==> src/rtl/isa_pkg.sv <==
// Shared ISA constants for the fetch and execute stages: opcodes that steer
// the PC, branch condition codes, fetch state encodings and offset helpers.
package isa_pkg;

  // Opcodes (instr[15:12]) that change control flow, matching the decoder
  localparam logic [3:0] bOp   = 4'hC;
  localparam logic [3:0] jalOp = 4'hD;
  localparam logic [3:0] jrOp  = 4'hE;
  localparam logic [3:0] hltOp = 4'hF;

  // Branch condition codes (instr[11:9] of a bOp instruction)
  localparam logic [2:0] CC_NE = 3'b000;  // !Z
  localparam logic [2:0] CC_EQ = 3'b001;  // Z
  localparam logic [2:0] CC_GT = 3'b010;  // !Z & !N
  localparam logic [2:0] CC_LT = 3'b011;  // N
  localparam logic [2:0] CC_GE = 3'b100;  // !N
  localparam logic [2:0] CC_LE = 3'b101;  // N | Z
  localparam logic [2:0] CC_VS = 3'b110;  // V
  localparam logic [2:0] CC_AL = 3'b111;  // always

  // Fetch state encodings
  localparam logic [1:0] FS_BOOT   = 2'd0;
  localparam logic [1:0] FS_FETCH  = 2'd1;
  localparam logic [1:0] FS_ISSUE  = 2'd2;
  localparam logic [1:0] FS_HALTED = 2'd3;

  // Sign-extend a 9-bit branch offset to PC width
  function automatic logic [15:0] sext9(input logic [8:0] v);
    return {{7{v[8]}}, v};
  endfunction

  // Sign-extend a 12-bit JAL offset to PC width
  function automatic logic [15:0] sext12(input logic [11:0] v);
    return {{4{v[11]}}, v};
  endfunction

endpackage

==> src/rtl/branch_cond.sv <==
// Branch condition evaluator: maps a 3-bit condition code and the Z/N/V
// flags to a taken decision. Purely combinational so execute can reuse it.
module branch_cond
  import isa_pkg::*;
(
  input  logic [2:0] cond_i,
  input  logic       flag_z_i,
  input  logic       flag_n_i,
  input  logic       flag_v_i,
  output logic       taken_o
);

  // Decode the condition code against the current flags
  always_comb begin
    taken_o = 1'b0;
    case (cond_i)
      CC_NE:   taken_o = !flag_z_i;
      CC_EQ:   taken_o = flag_z_i;
      CC_GT:   taken_o = !flag_z_i && !flag_n_i;
      CC_LT:   taken_o = flag_n_i;
      CC_GE:   taken_o = !flag_n_i;
      CC_LE:   taken_o = flag_n_i || flag_z_i;
      CC_VS:   taken_o = flag_v_i;
      CC_AL:   taken_o = 1'b1;
      default: taken_o = 1'b0;
    endcase
  end

endmodule

==> src/rtl/instr_fetch.sv <==
// Instruction fetch unit: holds the PC, fetches 16-bit words from a
// variable-latency memory, presents them to decode and computes the next PC
// when execute commits. Optional retired-instruction counter is built only
// when FETCH_RETIRE_CNT_EN is defined; otherwise retired_cnt reads zero.
module instr_fetch
  import isa_pkg::*;
#(
  parameter logic [15:0] BOOT_ADDR = 16'h0000
)(
  input  logic        clk,
  input  logic        rst_n,
  output logic        imem_re,
  output logic [15:0] imem_addr,
  input  logic [15:0] imem_rdata,
  input  logic        imem_rdy,
  output logic [15:0] instr,
  output logic [15:0] pc,
  output logic [15:0] pc_plus1,
  output logic        instr_vld,
  input  logic        commit,
  input  logic        flag_z,
  input  logic        flag_n,
  input  logic        flag_v,
  input  logic [15:0] jr_tgt,
  output logic        halted,
  output logic [15:0] retired_cnt
);

  logic [1:0]  state_q, state_d;
  logic [15:0] pc_q, pc_d;
  logic [15:0] instr_q, instr_d;
  logic [15:0] pc_plus1_s;
  logic [15:0] npc_s;
  logic [3:0]  opcode_s;
  logic        taken_s;
  logic        commit_acc_s;

  assign opcode_s     = instr_q[15:12];
  assign pc_plus1_s   = pc_q + 16'd1;
  assign commit_acc_s = (state_q == FS_ISSUE) && commit;

  branch_cond u_branch_cond (
    .cond_i   (instr_q[11:9]),
    .flag_z_i (flag_z),
    .flag_n_i (flag_n),
    .flag_v_i (flag_v),
    .taken_o  (taken_s)
  );

  // Next-PC selection; only consumed in the commit cycle, so flags and
  // jr_tgt are effectively sampled there and nowhere else
  always_comb begin
    npc_s = pc_plus1_s;
    case (opcode_s)
      bOp: begin
        if (taken_s) begin
          npc_s = pc_plus1_s + sext9(instr_q[8:0]);
        end else begin
          npc_s = pc_plus1_s;
        end
      end
      jalOp:   npc_s = pc_plus1_s + sext12(instr_q[11:0]);
      jrOp:    npc_s = jr_tgt;
      hltOp:   npc_s = pc_q;
      default: npc_s = pc_plus1_s;
    endcase
  end

  // Fetch sequencer: BOOT -> FETCH -> ISSUE -> FETCH ... -> HALTED
  always_comb begin
    state_d = state_q;
    pc_d    = pc_q;
    instr_d = instr_q;
    case (state_q)
      FS_BOOT: begin
        state_d = FS_FETCH;
      end
      FS_FETCH: begin
        if (imem_rdy) begin
          instr_d = imem_rdata;
          state_d = FS_ISSUE;
        end else begin
          state_d = FS_FETCH;
        end
      end
      FS_ISSUE: begin
        if (commit) begin
          pc_d = npc_s;
          if (opcode_s == hltOp) begin
            state_d = FS_HALTED;
          end else begin
            state_d = FS_FETCH;
          end
        end else begin
          state_d = FS_ISSUE;
        end
      end
      FS_HALTED: begin
        state_d = FS_HALTED;
      end
      default: begin
        state_d = FS_BOOT;
      end
    endcase
  end

  // State, PC and instruction registers
  always_ff @(posedge clk or negedge rst_n) begin
    if (!rst_n) begin
      state_q <= FS_BOOT;
      pc_q    <= BOOT_ADDR;
      instr_q <= 16'h0000;
    end else begin
      state_q <= state_d;
      pc_q    <= pc_d;
      instr_q <= instr_d;
    end
  end

  // Outputs decode from registered state only; no path from imem_rdy
  assign imem_re   = (state_q == FS_FETCH);
  assign imem_addr = pc_q;
  assign instr_vld = (state_q == FS_ISSUE);
  assign halted    = (state_q == FS_HALTED);
  assign instr     = instr_q;
  assign pc        = pc_q;
  assign pc_plus1  = pc_plus1_s;

`ifdef FETCH_RETIRE_CNT_EN
  logic [15:0] retired_q, retired_d;

  assign retired_d = commit_acc_s ? (retired_q + 16'd1) : retired_q;

  // Retired-instruction counter, wraps naturally at 16 bits
  always_ff @(posedge clk or negedge rst_n) begin
    if (!rst_n) begin
      retired_q <= 16'h0000;
    end else begin
      retired_q <= retired_d;
    end
  end

  assign retired_cnt = retired_q;
`else
  logic unused_s;
  assign unused_s    = commit_acc_s;
  assign retired_cnt = 16'h0000;
`endif

endmodule

==> config.mk <==
export PLATFORM = sky130hd
export DESIGN_NAME = instr_fetch
export DESIGN_NICKNAME = d
export VERILOG_FILES = /design/src/rtl/isa_pkg.sv /design/src/rtl/branch_cond.sv /design/src/rtl/instr_fetch.sv
export SDC_FILE = /design/constraint.sdc
export NUM_CORES = 1
export LEC_CHECK = 0
export CORE_UTILIZATION = 41
export CTS_CLUSTER_DIAMETER = 40
export DETAILED_ROUTE_END_ITERATION = 8
export MAX_ROUTING_LAYER = met4
export PLACE_DENSITY = 0.86
export SLEW_MARGIN = 25
export SYNTH_ARGS = -nofsm -noshare
export SYNTH_HDL_FRONTEND = slang
export SYNTH_SLANG_ARGS = --single-unit
==> constraint.sdc <==
create_clock -name clk -period 3 [get_ports clk]
set_clock_uncertainty 0.05 [all_clocks]
set_input_delay 0.6 -clock clk [delete_from_list [all_inputs] [get_ports clk]]
set_output_delay 0.6 -clock clk [all_outputs]
set_load 0.05 [all_outputs]
# Word level (Yosys, flattened, before mapping)
# Index checks and enable logic that the tools add are counted.
[classes] addsub=3 mux=7 n_reduce_logical=8 n_bitwise=1 eq_ne=14
[op_table] cell="16-bit one-hot mux with 4 select lines" count=1
[op_table] cell="16-bit adder" count=2
[op_table] cell="16-bit by 1-bit adder with 16-bit output (second input constant)" count=1
[op_table] cell="4-bit == test (second input constant)" count=4
[op_table] cell="16-bit 2-to-1 mux" count=1
[op_table] cell="3-bit == test (second input constant)" count=4
[op_table] cell="1-bit one-hot mux with 8 select lines" count=1
[op_table] cell="2-bit one-hot mux with 4 select lines" count=1
[op_table] cell="3-bit by 2-bit == test with 1-bit output (second input constant)" count=2
[op_table] cell="2-bit 2-to-1 mux" count=3
[op_table] cell="2-bit == test (second input constant)" count=2
[op_table] cell="3-bit by 1-bit == test with 1-bit output (second input constant)" count=1
[op_table] cell="3-bit logical NOT" count=1
[op_table] cell="3-bit AND reduction" count=1
[op_table] cell="2-bit by 1-bit == test with 1-bit output (second input constant)" count=1
[op_table] cell="1-bit logical NOT" count=2
[op_table] cell="2-bit logical NOT" count=1
[op_table] cell="2-bit AND reduction" count=1
[op_table] cell="1-bit logical AND" count=1
[op_table] cell="1-bit logical OR" count=1
[op_table] cell="1-bit NOT" count=1
[totals] regBits=34 output_inout_bits=83 in_bits=39 word_cells=36

# Depth between registers and ports, before layout
# Gate-level depths: netlist of the first run.
[depth] ltp_word=5 depth_mapped=15 mapped_depth_nobuf=14

# By module
# A second synthesis of the first run with hierarchy kept.
[hier_totals] cells_unflattened=377 hier_area_um2=3340.7
[by_module_without_submodules] module="instr_fetch" instances=1 area_each_um2=3253.1 cells_per_inst=367 seq_area_each_um2=850.8
[by_module_without_submodules] module="branch_cond" instances=1 area_each_um2=87.6 cells_per_inst=10 seq_area_each_um2=0.0

# Worst setup path after synthesis of the first run
# OpenSTA, ideal clock, no wires.
[synth_path] kind="reg-to-reg" from="register pc_q[2] (netlist: imem_addr[2])" to="register pc_q[14] (netlist: imem_addr[14])" synth_period_minus_slack_ns=4.389 required_ns=2.813 stages_incl_launch_ff=16 setup_time_ns=0.137 t_arrival_ns=4.202 setup_slack_ns=-1.389 path_cell_list="dfrtp_1 buf_2 nand3_1 nor2_1 and3_1 nand2_1 xnor2_1 ha_1 and2_1 o21ai_1 o21ai_1 and2_1 o41a_1 a221oi_2 mux2i_1 a31oi_1"
[synth_between] elab_chain_cells=4 word_cells_on_any_way=5 cone_classes="3 x add/sub; 2 x mux"
[synth_lines] item="from (decl)" line_no="instr_fetch.sv:30" rtl="logic [15:0] pc_q, pc_d;"
[synth_lines] item="from (signal assigned)" line_no="instr_fetch.sv:115" rtl="pc_q <= pc_d;"
[synth_lines] item="16-bit by 1-bit adder with 16-bit output *" line_no="instr_fetch.sv:39" rtl="assign pc_plus1_s = pc_q + 16'd1;"
[synth_lines] item="via pc_plus1[8]" line_no="instr_fetch.sv:18" rtl="output logic [15:0] pc_plus1,"
[synth_lines] item="16-bit adder" line_no="instr_fetch.sv:57" rtl="npc_s = pc_plus1_s + sext9(instr_q[8:0]);"
[synth_lines] item="16-bit 2-to-1 mux" line_no="instr_fetch.sv:56" rtl="if (taken_s) begin"
[synth_lines] item="16-bit one-hot mux with 4 select lines *" line_no="instr_fetch.sv:54" rtl="case (opcode_s)"
# Mark *: on every way through the listed nets, which the timed path passes. The rest lies on a longest branch.
# A chain may end at the register's enable or synchronous reset.

# Worst setup path in the final report of the first run
[layout_path] from="register pc_q[0] (netlist: imem_addr[0])" to="register pc_q[12] (netlist: imem_addr[12])"
[layout_between] elab_chain_cells=4 word_cells_on_any_way=5 cone_classes="3 x add/sub; 2 x mux"
[layout_lines] item="16-bit by 1-bit adder with 16-bit output *" line_no="instr_fetch.sv:39"
[layout_lines] item="16-bit adder" line_no="instr_fetch.sv:57"
[layout_lines] item="16-bit 2-to-1 mux" line_no="instr_fetch.sv:56"
[layout_lines] item="16-bit one-hot mux with 4 select lines *" line_no="instr_fetch.sv:54"
# Every way passes the cells marked *; elsewhere a longest branch is shown, timed or not.

==> results.toml, run 1 <==
[sta]
rsz0062_at_grt = "true"
period_minus_slack_ns = 3.180
setup_slack_ns = -0.1805
setup_viol = 4
maxSlewViolCount = 0
max_slew_margin_pct = 43.39
finalCritPeriodShare_pct = 106.0
fmax_mhz = 314.4
tightest_slew_ns = 0.8466
timing_hold_violations_final = 0

[worst_setup_path]
critical_path_required_ns = 3.12
start_kind = "register"
cp-end-kind = "register"
regToRegEndpoint = "imem_addr[12]$_DFFE_PN0P_"
path_class = "register to register"
cp_data_arrival_time_ns = 3.30
reg2reg_slack_ns = -0.18
cp_max_fo = 7
worstReg2RegStart = "imem_addr[0]$_DFFE_PN0P_"
r2r_cells = 11

[synthesis]
ys_ff_latch = 34
avgSynthCellArea_um2 = 8.584
netlist_area_um2 = 3331
synthCells = 388
synth.distinct_cells = 65
synth-edff-count = 0
synth_seq_area_share_pct = 25.54
synthFlopType = "dfrtp_1"
async_flop_share_pct = 100.0
yosysWarnings = 0

[grt]
grt_overflow = 0
grt_pass1_vias = 3803
grt_first_pass_wirelength_um = 19670
grt_use_total_pct = 30.87
antenna_found_initial = 0
grt_max_degree = 19

[cells_and_area]
n_antenna_cell = 0
fillCellCount = 530
num-nets-final = 631
syn2layout_area_growth_pct = 71.86
fin_cells = 669
layout-drive-gt1-share_pct = 36.16

[job]
drv_cap = 0

[place]
post-place-ws_ns = -0.1910
dp_cells = 647
hpwlAfterDp_um = 9280
port_buffers = 105
gp_congestion = 0.9999

[drt]
antenna_left = 0
via_count = 3904
routedWlPerCell_um = 19.22
drt-pass1-iter-count = 4
drtIter0Drc = 348
routed_wl_um = 12860
via_per_inst = 5.836
drc = 0

[clocking]
cts_buffer_depth = 2
htree_levels = 2
clk_pin_slew_ns = 0.08
ctsHoldBuffers = 0
cts_root_buffer = "clkbuf_8"
cts_sinks = 34
worstSkewPairLatency_ns = 0.30
cts_made_buffers = 5
tritoncts = "done"

[floorplan]
dieArea_um2 = 8488
die_x_um = 92.13
chipHeight_um = 92.13
start_util_pct = 42.66
rows = 32
ios = 122
fp.coreArea_um2 = 7807

[hold_path]
hp-class = "register to register"
hold_end = "instr[3]$_DFFE_PN0P_"
min_path_cells = 1
hold_start = "instr[3]$_DFFE_PN0P_"

[status]
status = "finished, violations left"
violations = "negative setup slack"
==> through the flow <==
| stage | area, um^2 | hold WS [ns] | TNS (ns) | util (%) |
|---|---|---|---|---|
| finish | 5724 | 0.5101 | -0.5114 | 73.32 |
| detailed placement | 5301 | 0.4935 | -0.5495 | 67.90 |
| CTS | 5584 | 0.5140 | -0.2439 | 71.52 |
| global route | 5724 | 0.5360 | -1.181 | 73.32 |
| global placement | 5301 | 0.4775 | -0.2910 | 67.90 |
| floorplan | 3777 | 0.2544 | -1.881 | - |
==> how the worst max path moves through the flow <==
stage | startpoint | end | slack [ns]
final | imem_addr[0]$_DFFE_PN0P_ | imem_addr[12]$_DFFE_PN0P_ | -0.18
after global routing | imem_addr[0]$_DFFE_PN0P_ | imem_addr[12]$_DFFE_PN0P_ | -0.34
after CTS | imem_addr[0]$_DFFE_PN0P_ | imem_addr[14]$_DFFE_PN0P_ | -0.1
after detailed placement | imem_addr[0]$_DFFE_PN0P_ | imem_addr[14]$_DFFE_PN0P_ | -0.19
after global placement | imem_addr[0]$_DFFE_PN0P_ | imem_addr[14]$_DFFE_PN0P_ | -0.11
after floorplan | imem_addr[2]$_DFFE_PN0P_ | imem_addr[15]$_DFFE_PN0P_ | -0.48
==> cell usage after synthesis, drive strengths merged (10+ instances only) <==
cell	number	area [um^2]
mux2	17	191.4
ha	25	312.8
buf	33	245.2
dfrtp	34	850.8
nor2	38	142.6
inv	10	37.53
nand2	32	120.1
o21ai	15	75.07
a21oi	22	110.1
xnor2	18	157.7
nand4	10	68.81
xor2	10	87.58
==> layout by cell type (no fill, tap or decap), drive strengths merged, types with 9 or more instances in the layout <==
master,instances
xnor2,18
nand4,10
a21oi,22
clkdlybuf4s50,95
o21ai,15
buf,103
mux2,17
nand3,9
ha,25
dfrtp,34
inv,10
nand2,32
nor2,38
xor2,10
conb,16
==> cells by family (layout without fill, tap and decap cells) <==
logic type,Yosys count,in the layout,share of synthesized area [%]
buffers and inverters,52,216,9.504
DFF,34,34,25.54
adders and majority gates,26,26,9.993
other,1,16,0.1126
AOI/OAI and AO/OA,102,102,22.05
xor gates and xnor gates,28,28,7.363
muxes,19,19,6.349
and+or+nand+nor,126,126,19.08
==> layer usage <==
metal | global-route usage (%) | vias to the layer above | share of wire, %
li1 | - | 1749 | -
met1 | 37.03 | 1890 | 39
met2 | 51.12 | 223 | 50
met3 | 6.551 | 42 | 8.7
met4 | 11.20 | 0 | 2.7
met5 | - | - | 0
==> final cells by class <==
type                       count  area [um^2]  area share (%)
inverter                      10        37.54          0.6557
multi-input combinational    317         2763           48.26
sequential                    34        868.3           15.17
tap                          102        127.6           2.230
timing repair buffer         198         1790           31.28
clock buffer                   5        68.82           1.202
clock inverter                 3        68.82           1.202
==> sequential cells by signal (all words and copies together) (netlist names) <==
name	flops
state_q	2
instr	16
imem_addr	16
==> repair_timing <==
action	4_1_cts	5_1_grt
buffers inserted	6	8
pin swaps	18	17
cloned	0	0
setup endpoints to repair	6	7
gates resized for setup	18	18
==> worst max-delay path, cell delays in order (launching register included) <==
cell	delay [ns]
dfrtp_4	0.54
ha_4	0.27
fa_2	0.37
a211o_1	0.32
a211oi_4	0.26
buf_4	0.16
o31ai_2	0.07
o41a_1	0.40
nor4_2	0.17
a211oi_1	0.08
o32ai_1	0.26
o21ai_1	0.10
Power of run 1 is not shown: default switching activity piles up to over one toggle a cycle in this logic, so the estimate is an artifact.
==> run 2: changes to the inputs <==
--- a/config.mk
+++ b/config.mk
@@ -5,6 +5,7 @@
 export SDC_FILE = /design/constraint.sdc
 export NUM_CORES = 1
 export LEC_CHECK = 0
+export CAP_MARGIN = 10
 export CORE_UTILIZATION = 41
 export CTS_CLUSTER_DIAMETER = 40
 export DETAILED_ROUTE_END_ITERATION = 8
==> results of run 2 <==
No change in the layout: final DEF, timing and power equal those of run 1.
Power of run 2 is left out for the same reason.
